## config.mk

```make
export PLATFORM = sky130hd
export DESIGN_NAME = cache_mem_arbiter_flat
export DESIGN_NICKNAME = d
export VERILOG_FILES = /design/src/rtl/cache_mem_arbiter_if.sv /design/src/rtl/cache_mem_arbiter.sv /design/src/flat_wrapper.sv
export SDC_FILE = /design/constraint.sdc
export NUM_CORES = 1
export LEC_CHECK = 0
export CAP_MARGIN = 20
export CORE_AREA = 3 3 56 58
export CTS_BUF_LIST = sky130_fd_sc_hd__clkbuf_8
export DETAILED_ROUTE_END_ITERATION = 6
export DIE_AREA = 0 0 59 61
export DONT_BUFFER_PORTS = 1
export PLACE_DENSITY = 0.69
export REMOVE_ABC_BUFFERS = 1
export SYNTH_ARGS = -nofsm -noshare
export SYNTH_HDL_FRONTEND = slang
export SYNTH_SLANG_ARGS = --single-unit
export TNS_END_PERCENT = 1
```

## constraint.sdc

```tcl
create_clock -name i_clk -period 3.4 [get_ports i_clk]
set_clock_uncertainty 0.2 [all_clocks]
set_input_delay 0.68 -clock i_clk [delete_from_list [all_inputs] [get_ports i_clk]]
set_output_delay 0.68 -clock i_clk [all_outputs]
set_load 0.01 [all_outputs]
```

## src/rtl/cache_mem_arbiter_if.sv

```systemverilog
// Cache-to-memory arbiter bus: I/D cache fill and store requests plus the memory port.
interface cache_mem_arbiter_if;
    logic        icache_miss;
    logic [15:0] icache_miss_addr;
    logic        dcache_miss;
    logic [15:0] dcache_miss_addr;
    logic        dcache_wr_req;
    logic [15:0] dcache_wr_addr;
    logic [15:0] dcache_wr_data;
    logic [15:0] mem_data_in;
    logic        mem_data_valid;

    logic        mem_enable;
    logic        mem_wr;
    logic [15:0] mem_addr;
    logic [15:0] mem_data_out;
    logic [15:0] fill_data;
    logic        icache_data_valid;
    logic        dcache_data_valid;
    logic [2:0]  fill_word;
    logic        icache_fill_done;
    logic        dcache_fill_done;
    logic        dcache_wr_ack;
    logic        icache_stall;
    logic        dcache_stall;

    // Caches and memory side
    modport master (
        output icache_miss, icache_miss_addr, dcache_miss, dcache_miss_addr,
               dcache_wr_req, dcache_wr_addr, dcache_wr_data, mem_data_in, mem_data_valid,
        input  mem_enable, mem_wr, mem_addr, mem_data_out, fill_data,
               icache_data_valid, dcache_data_valid, fill_word,
               icache_fill_done, dcache_fill_done, dcache_wr_ack, icache_stall, dcache_stall
    );

    // Arbiter side
    modport slave (
        input  icache_miss, icache_miss_addr, dcache_miss, dcache_miss_addr,
               dcache_wr_req, dcache_wr_addr, dcache_wr_data, mem_data_in, mem_data_valid,
        output mem_enable, mem_wr, mem_addr, mem_data_out, fill_data,
               icache_data_valid, dcache_data_valid, fill_word,
               icache_fill_done, dcache_fill_done, dcache_wr_ack, icache_stall, dcache_stall
    );
endinterface

```

## src/rtl/cache_mem_arbiter.sv

```systemverilog
// Arbitrates I-cache fills, D-cache fills and D-cache write-through stores onto one
// pipelined memory port; fills issue a full block of reads, then collect the returns.
module cache_mem_arbiter #(
    parameter int unsigned MEM_LATENCY = 4,
    parameter int unsigned BLOCK_WORDS = 8
) (
    input  logic               i_clk,
    input  logic               i_rst,
    cache_mem_arbiter_if.slave bus
);
    localparam int unsigned ISSUE_W = $clog2(BLOCK_WORDS + 1);
    localparam int unsigned WORD_W  = $clog2(BLOCK_WORDS);
    localparam int unsigned AGE_W   = $clog2(MEM_LATENCY + 1);

    typedef enum logic [1:0] {
        S_IDLE  = 2'd0,
        S_WRITE = 2'd1,
        S_DFILL = 2'd2,
        S_IFILL = 2'd3
    } state_t;

    state_t             r_state;
    state_t             w_next;
    logic [15:0]        r_base;
    logic [ISSUE_W-1:0] r_issue_cnt;
    logic [WORD_W-1:0]  r_ret_cnt;
    logic [AGE_W-1:0]   r_age;

    logic        w_fill;
    logic        w_issue;
    logic        w_ret;
    logic        w_last;
    logic        w_mem_enable;
    logic        w_mem_wr;
    logic [15:0] w_mem_addr;
    logic [15:0] w_mem_data_out;
    logic        w_icache_data_valid;
    logic        w_dcache_data_valid;
    logic        w_icache_fill_done;
    logic        w_dcache_fill_done;
    logic        w_dcache_wr_ack;

    assign w_fill  = (r_state == S_DFILL) || (r_state == S_IFILL);
    assign w_issue = w_fill && (r_issue_cnt < ISSUE_W'(BLOCK_WORDS));
    // A return earlier than MEM_LATENCY into a fill can only be a leftover of a burst dropped by reset
    assign w_ret   = w_fill && bus.mem_data_valid && (r_age >= AGE_W'(MEM_LATENCY));
    assign w_last  = w_ret && (r_ret_cnt == WORD_W'(BLOCK_WORDS - 1));

    // State, block base and burst counters
    always_ff @(posedge i_clk) begin
        if (i_rst) begin
            r_state     <= S_IDLE;
            r_base      <= '0;
            r_issue_cnt <= '0;
            r_ret_cnt   <= '0;
            r_age       <= '0;
        end else begin
            r_state <= w_next;
            if (r_state == S_IDLE) begin
                r_issue_cnt <= '0;
                r_ret_cnt   <= '0;
                r_age       <= '0;
                if (w_next == S_DFILL) begin
                    r_base <= bus.dcache_miss_addr & 16'hFFF0;
                end else if (w_next == S_IFILL) begin
                    r_base <= bus.icache_miss_addr & 16'hFFF0;
                end
            end else begin
                if (w_issue) begin
                    r_issue_cnt <= r_issue_cnt + ISSUE_W'(1);
                end
                if (w_ret) begin
                    r_ret_cnt <= r_ret_cnt + WORD_W'(1);
                end
                if (w_fill && (r_age < AGE_W'(MEM_LATENCY))) begin
                    r_age <= r_age + AGE_W'(1);
                end
            end
        end
    end

    // Next state and memory/cache strobes
    always_comb begin
        w_next              = r_state;
        w_mem_enable        = 1'b0;
        w_mem_wr            = 1'b0;
        w_mem_addr          = 16'h0000;
        w_mem_data_out      = 16'h0000;
        w_icache_data_valid = 1'b0;
        w_dcache_data_valid = 1'b0;
        w_icache_fill_done  = 1'b0;
        w_dcache_fill_done  = 1'b0;
        w_dcache_wr_ack     = 1'b0;
        case (r_state)
            S_IDLE: begin
                if (bus.dcache_wr_req) begin
                    w_next = S_WRITE;
                end else if (bus.dcache_miss) begin
                    w_next = S_DFILL;
                end else if (bus.icache_miss) begin
                    w_next = S_IFILL;
                end
            end
            S_WRITE: begin
                w_mem_enable    = 1'b1;
                w_mem_wr        = 1'b1;
                w_mem_addr      = bus.dcache_wr_addr;
                w_mem_data_out  = bus.dcache_wr_data;
                w_dcache_wr_ack = 1'b1;
                w_next          = S_IDLE;
            end
            S_DFILL, S_IFILL: begin
                if (w_issue) begin
                    w_mem_enable = 1'b1;
                    // Word offset stays inside the 16-byte block
                    w_mem_addr   = r_base | 16'({r_issue_cnt[WORD_W-1:0], 1'b0});
                end
                w_dcache_data_valid = w_ret && (r_state == S_DFILL);
                w_icache_data_valid = w_ret && (r_state == S_IFILL);
                w_dcache_fill_done  = w_last && (r_state == S_DFILL);
                w_icache_fill_done  = w_last && (r_state == S_IFILL);
                if (w_last) begin
                    w_next = S_IDLE;
                end
            end
            default: w_next = S_IDLE;
        endcase
    end

    assign bus.mem_enable        = w_mem_enable;
    assign bus.mem_wr            = w_mem_wr;
    assign bus.mem_addr          = w_mem_addr;
    assign bus.mem_data_out      = w_mem_data_out;
    assign bus.fill_data         = bus.mem_data_in;
    assign bus.fill_word         = 3'(r_ret_cnt);
    assign bus.icache_data_valid = w_icache_data_valid;
    assign bus.dcache_data_valid = w_dcache_data_valid;
    assign bus.icache_fill_done  = w_icache_fill_done;
    assign bus.dcache_fill_done  = w_dcache_fill_done;
    assign bus.dcache_wr_ack     = w_dcache_wr_ack;
    assign bus.icache_stall      = bus.icache_miss || (r_state == S_IFILL);
    assign bus.dcache_stall      = bus.dcache_miss || bus.dcache_wr_req ||
                                   (r_state == S_DFILL) || (r_state == S_WRITE);
endmodule

```

## src/flat_wrapper.sv

```systemverilog
// flat-port wrapper written by rule: the top's interface ports become plain ports
module cache_mem_arbiter_flat 
#(
    parameter int unsigned MEM_LATENCY = 4,
    parameter int unsigned BLOCK_WORDS = 8
)
  (i_clk, i_rst, bus_icache_miss, bus_icache_miss_addr, bus_dcache_miss, bus_dcache_miss_addr, bus_dcache_wr_req, bus_dcache_wr_addr, bus_dcache_wr_data, bus_mem_data_in, bus_mem_data_valid, bus_mem_enable, bus_mem_wr, bus_mem_addr, bus_mem_data_out, bus_fill_data, bus_icache_data_valid, bus_dcache_data_valid, bus_fill_word, bus_icache_fill_done, bus_dcache_fill_done, bus_dcache_wr_ack, bus_icache_stall, bus_dcache_stall);
  cache_mem_arbiter_if bus_i ();
  input  logic i_clk;
  input  logic i_rst;
  input wire logic [$bits(bus_i.icache_miss)-1:0] bus_icache_miss;
  input wire logic [$bits(bus_i.icache_miss_addr)-1:0] bus_icache_miss_addr;
  input wire logic [$bits(bus_i.dcache_miss)-1:0] bus_dcache_miss;
  input wire logic [$bits(bus_i.dcache_miss_addr)-1:0] bus_dcache_miss_addr;
  input wire logic [$bits(bus_i.dcache_wr_req)-1:0] bus_dcache_wr_req;
  input wire logic [$bits(bus_i.dcache_wr_addr)-1:0] bus_dcache_wr_addr;
  input wire logic [$bits(bus_i.dcache_wr_data)-1:0] bus_dcache_wr_data;
  input wire logic [$bits(bus_i.mem_data_in)-1:0] bus_mem_data_in;
  input wire logic [$bits(bus_i.mem_data_valid)-1:0] bus_mem_data_valid;
  output wire logic [$bits(bus_i.mem_enable)-1:0] bus_mem_enable;
  output wire logic [$bits(bus_i.mem_wr)-1:0] bus_mem_wr;
  output wire logic [$bits(bus_i.mem_addr)-1:0] bus_mem_addr;
  output wire logic [$bits(bus_i.mem_data_out)-1:0] bus_mem_data_out;
  output wire logic [$bits(bus_i.fill_data)-1:0] bus_fill_data;
  output wire logic [$bits(bus_i.icache_data_valid)-1:0] bus_icache_data_valid;
  output wire logic [$bits(bus_i.dcache_data_valid)-1:0] bus_dcache_data_valid;
  output wire logic [$bits(bus_i.fill_word)-1:0] bus_fill_word;
  output wire logic [$bits(bus_i.icache_fill_done)-1:0] bus_icache_fill_done;
  output wire logic [$bits(bus_i.dcache_fill_done)-1:0] bus_dcache_fill_done;
  output wire logic [$bits(bus_i.dcache_wr_ack)-1:0] bus_dcache_wr_ack;
  output wire logic [$bits(bus_i.icache_stall)-1:0] bus_icache_stall;
  output wire logic [$bits(bus_i.dcache_stall)-1:0] bus_dcache_stall;
  assign bus_i.icache_miss = bus_icache_miss;
  assign bus_i.icache_miss_addr = bus_icache_miss_addr;
  assign bus_i.dcache_miss = bus_dcache_miss;
  assign bus_i.dcache_miss_addr = bus_dcache_miss_addr;
  assign bus_i.dcache_wr_req = bus_dcache_wr_req;
  assign bus_i.dcache_wr_addr = bus_dcache_wr_addr;
  assign bus_i.dcache_wr_data = bus_dcache_wr_data;
  assign bus_i.mem_data_in = bus_mem_data_in;
  assign bus_i.mem_data_valid = bus_mem_data_valid;
  assign bus_mem_enable = bus_i.mem_enable;
  assign bus_mem_wr = bus_i.mem_wr;
  assign bus_mem_addr = bus_i.mem_addr;
  assign bus_mem_data_out = bus_i.mem_data_out;
  assign bus_fill_data = bus_i.fill_data;
  assign bus_icache_data_valid = bus_i.icache_data_valid;
  assign bus_dcache_data_valid = bus_i.dcache_data_valid;
  assign bus_fill_word = bus_i.fill_word;
  assign bus_icache_fill_done = bus_i.icache_fill_done;
  assign bus_dcache_fill_done = bus_i.dcache_fill_done;
  assign bus_dcache_wr_ack = bus_i.dcache_wr_ack;
  assign bus_icache_stall = bus_i.icache_stall;
  assign bus_dcache_stall = bus_i.dcache_stall;
  cache_mem_arbiter #(.MEM_LATENCY(MEM_LATENCY), .BLOCK_WORDS(BLOCK_WORDS)) u_core (.i_clk(i_clk), .i_rst(i_rst), .bus(bus_i));
endmodule
```

[Yosys cells after proc, flatten, opt, wreduce, memory -nomap -nowiden]
Cells that the tools add are included.
Word-level totals
  flip-flop bits (word level): 28
  bits of input ports: 86
  output and inout bits: 60
Cells by class
  $add $sub $neg: 3
  $lt $le $gt $ge: 3
  equality and inequality tests: 6
  mux-type cells: 17
  bitwise operators: 1
  reductions and logical operators: 19
Operators by type and width (count)
  2-to-1 mux 16 bit: 4
  one-hot mux 16 bit (2 select lines): 1
  OR 16 x 4 -> 16 bit: 1
  logical AND 1 bit: 9
  equality test 2 bit (second input constant): 4
  2-to-1 mux 2 bit: 4
  adder 3 x 1 -> 3 bit (second input constant): 2
  2-to-1 mux 1 bit: 6
  one-hot mux 2 bit (3 select lines): 1
  logical OR 1 bit: 5
  adder 4 x 1 -> 4 bit (second input constant): 1
  < comparator 4 bit (second input constant): 1
  OR reduction 2 bit: 2
  equality test 3 bit (second input constant): 1
  greater-or-equal comparator 3 bit (second input constant): 1
  < comparator 3 bit (second input constant): 1
  equality test 2 x 1 -> 1 bit (second input constant): 1
  zero test 2 bit: 1
  one-hot mux 1 bit (2 select lines): 1
  AND reduction 2 bit: 1
  nonzero test 2 bit: 1

[Depth between registers and ports, before layout]
  depth after elaboration: 10
  mapped depth: 5
  depth with buffers taken out: 5

[Least setup slack after synthesis]
Ideal clock, no wire load.
  path type: flip-flop to output port
  start point: reg u_core.r_state[0]
  end point: out bus_mem_addr[10]
  data arrival time: 1112 ps
  setup slack: 1408 ps
  cell stages (with the launch flop): 5
  path through: dfxtp_1 > inv_2 > nor2_2 > buf_2 > a22o_1
Between the ends
  cells in the longest elaborated chain, start to end: 5
  elaborated cells on any way between the ends: 8
RTL lines
  from (decl): line cache_mem_arbiter.sv:22  | state_t r_state;
  from (signal assigned): line cache_mem_arbiter.sv:58  | r_state <= w_next;
  equality test 2 bit: line cache_mem_arbiter.sv:43, cache_mem_arbiter.sv:94
  logical OR 1 bit: line cache_mem_arbiter.sv:43  | assign w_fill = (r_state == S_DFILL) || (r_state == S_IFILL);
  logical AND 1 bit: line cache_mem_arbiter.sv:44  | assign w_issue = w_fill && (r_issue_cnt < ISSUE_W'(BLOCK_WORDS));
  2-to-1 mux 16 bit: line cache_mem_arbiter.sv:113  | if (w_issue) begin
  one-hot mux 16 bit (2 select lines) *: line cache_mem_arbiter.sv:94  | case (r_state)
  to (decl): line flat_wrapper.sv:22  | output wire logic [$bits(bus_i.mem_addr)-1:0] bus_mem_addr;
Every way passes the cells marked *; elsewhere a longest branch is shown, timed or not.

[Worst setup path in the final report]
  start point: reg u_core.r_state[1]
  end point: out bus_mem_enable
Between the ends
  cells in the longest elaborated chain, start to end: 5
  elaborated cells on any way between the ends: 8
RTL lines
  equality test 2 bit: line cache_mem_arbiter.sv:43, cache_mem_arbiter.sv:94
  logical OR 1 bit: line cache_mem_arbiter.sv:43
  logical AND 1 bit: line cache_mem_arbiter.sv:44
  2-to-1 mux 1 bit: line cache_mem_arbiter.sv:113
  one-hot mux 1 bit (2 select lines) *: line cache_mem_arbiter.sv:94
  to (decl): line flat_wrapper.sv:20  | output wire logic [$bits(bus_i.mem_enable)-1:0] bus_mem_enable;
Marked as above.

==> impl_metrics.csv <==
group,metric,value,unit
run_status,outcome,"completed",
grt,grt_start_max_net_pins,36,
cts,htreeDepth,1,
sta,worst_pin_slew,1.08,ns
placement,dpl.hpwl,3440,um
power_and_ir_drop,power.leakage,0.609,nW
cts,post_cts_buffers,0,
job,max-cap-violations,0,
synthesis,synth_xor_area_share,2.35,%
synthesis,synth_area,0.00149,mm2
layout,stdcell_count,183,
drt,drc,0,
critical_path,cp_max_fo,35,
critical_path,worstSetupEndpointType,"output port",
sta,fmax,405,MHz
drt,wl,4280,um
synthesis,yosys-top-cells-area,"dfxtp_1, buf_4, o221a_2, a22o_1, and2_1",
synthesis,avgSynthCellArea,8.60,um2
cts,cts.sinks,24,
critical_path,cp_data_arrival_time,1.59,ns
die,die_w,59,um
synthesis,synth_cells,173,
synthesis,synth_fa_ha_area_share,3.36,%
placement,placed_cells,178,
drt,drt-pass1-iter-count,4,
synthesis,async_reset_ff_share,0,%
layout,fillers,260,
synthesis,synthDistinctLibCells,28,
drt,drt_iter0_drc,55,
placement,io_buffers,0,
layout,final_util,52.4,%
synthesis,yosys.area_share.simple,19.4,%
sta,fin_setup_tns,0,ns
layout,layout-drive-gt1-share,17.1,%
synthesis,synth_compound_area_share,24.2,%
sta,whs,0.276,ns
grt,overflow,0,
cts,clk_latency,0.26,ns
synthesis,ys.flop_type,"dfxtp_1",
critical_path,ff2ff_setup_slack,1.30,ns
cts,cts_inserted_buffers,3,
critical_path,criticalPathCategory,"reg2out",
layout,final_area,0.00142,mm2
synthesis,seq_area_frac_synth,32.3,%
placement,gp_congestion,0.737,
drt,wl_per_cell,23.4,um
die,die-area,0.00360,mm2
sta,setup_violations,0,
layout,antenna_cells,0,
drt,vias,1183,
power_and_ir_drop,ir_drop,223,uV
sta,hold_viol,0,
synthesis,synth_mux_area_share,2.69,%
synthesis,yosysTopAreaCell,"dfxtp_1",
die,placementRows,19,
layout,multiInputGateArea,774,um2
layout,area_growth,-4.54,%
synthesis,yosys_warnings,0,
placement,post_dp_cell_area,0.00136,mm2
synthesis,ys_ff_latch,24,
sta,slew_headroom,27.9,%
placement,place_ws,1.22,ns
grt,grt_use_met2,35.3,%
cts,path_clk_slew,0.09,ns
sta,worst_slack,0.932,ns
critical_path,cp.required,2.52,ns
layout,finalNetCount,243,
worst_hold_path,hold_class,"in2reg",
die,die_h,61,um
synthesis,synth_top_area_share,32.3,%
layout,seq_area,480,um2
die,num_io_pins,146,
power_and_ir_drop,power_density,450,mW/mm2
grt,grt_pass1_vias,1135,
sta,period_share,72.6,%
cts,post_cts_resized,0,
cts,clockBufferDepth,2,
grt,grt_use_total,23.1,%
grt,grt_pass1_wl,5960,um
cts,clockRootBuffer,"clkbuf_8",
power_and_ir_drop,totalPowerFinal,0.638,mW
synthesis,synth_top_family_by_area,"compound AO/OA/AOI/OAI gates",
sta,slew_violations,0,
critical_path,cp-start-kind,"flip-flop",
synthesis,synth_edf_count,0,
drt,final_antenna_net_count,0,
grt,use_met1,23.5,%
cts,postCtsHoldBufs,0,
cts,cts_tree,"done",
die,initial_utilization,54.9,%
grt,grt_busiest_layer,"met2",
grt,use_met3,17.9,%
drt,viasPerCell,6.46,
sta,rsz0062_at_grt,"false",
grt,antenna_found_initial,0,
die,placeableCoreArea,0.00271,mm2
sta,period_minus_slack,2.47,ns
-- placed cells by master, fill, tap and decap left out --
cell type,Yosys,routed
dfxtp_1,24,24
and2_1,18,18
nor2_1,16,16
a22o_1,15,15
a21oi_1,15,15
inv_1,12,12
o221a_2,12,12
mux2i_1,4,4
ha_1,4,4
clkbuf_8,0,4
nor2b_1,3,3
nor2_2,2,2
or2_2,2,2
o21ai_0,2,2
nand3_1,2,2
nand2_1,2,2
xnor2_1,2,2
xor2_1,2,2
buf_4,18,2
inv_2,1,1
nand4_1,1,1
or2_1,1,1
a41oi_1,1,1
nor4_2,1,1
nor4b_2,1,1
or4_1,1,1
nand3b_1,1,1
clkbuf_4,0,1
-- cells by family (layout without fill, tap and decap cells) --
family | count (synthesis) | in the layout
AOI/OAI and AO/OA | 45 | 45
buffers and inverters | 41 | 20
adders and majority gates | 4 | 4
DFF | 24 | 24
xor gates and xnor gates | 4 | 4
muxes | 4 | 4
and+or+nand+nor | 51 | 51
-- synth_stat cells, drive strengths merged, types with 3 or more instances --
cell type	instances
a21oi	15
mux2i	4
a22o	15
inv	13
nor2	18
o221a	12
ha	4
buf	27
and2	18
nor2b	3
dfxtp	24
or2	3
-- path summary, 6_finish.rpt --
check                                          start                            endpoint  cells after the start
setup / recovery        u_core.r_state[1]$_SDFF_PP0_                      bus_mem_enable                      3
hold / removal                                 i_rst        u_core.r_state[1]$_SDFF_PP0_                      1
setup reg to reg        u_core.r_state[1]$_SDFF_PP0_      u_core.r_base[12]$_SDFFE_PP0P_                      3
hold reg to reg   u_core.r_issue_cnt[3]$_SDFFE_PP0P_  u_core.r_issue_cnt[3]$_SDFFE_PP0P_                      2
-- where the power goes --
part | switching (mW) | leakage (nW) | internal, mW
Combinational | 0.0749 | 0.384 | 0.0540
Sequential | 0.0174 | 0.196 | 0.299
Clock | 0.0899 | 0.0288 | 0.103
-- area by class of cell --
cell class | instances | share of cell area, %
timing repair buffer | 3 | 1.59
clock buffer | 4 | 3.88
tap | 31 | 2.73
inverter | 13 | 3.44
multi-input combinational | 108 | 54.5
sequential | 24 | 33.8
-- flip-flops by register name, summed over array words and instances, names as in the netlist --
name,count
u_core.r_state,2
u_core.r_issue_cnt,4
u_core.r_base,12
u_core.bus.fill_word,3
u_core.r_age,3
-- routing by layer --
metal | share of wire (%) | vias up
met1 | 33 | 544
met2 | 45 | 92
met4 | 1.6 | 0
met5 | 0 | -
li1 | - | 543
met3 | 20 | 4
-- critical path, cell delays in order (launching register included) --
cell,delay (ns)
dfxtp_1,0.65
nor2_2,0.05
buf_4,0.25
or2_2,0.36
No activity file was read; power rests on OpenSTA's default activity.
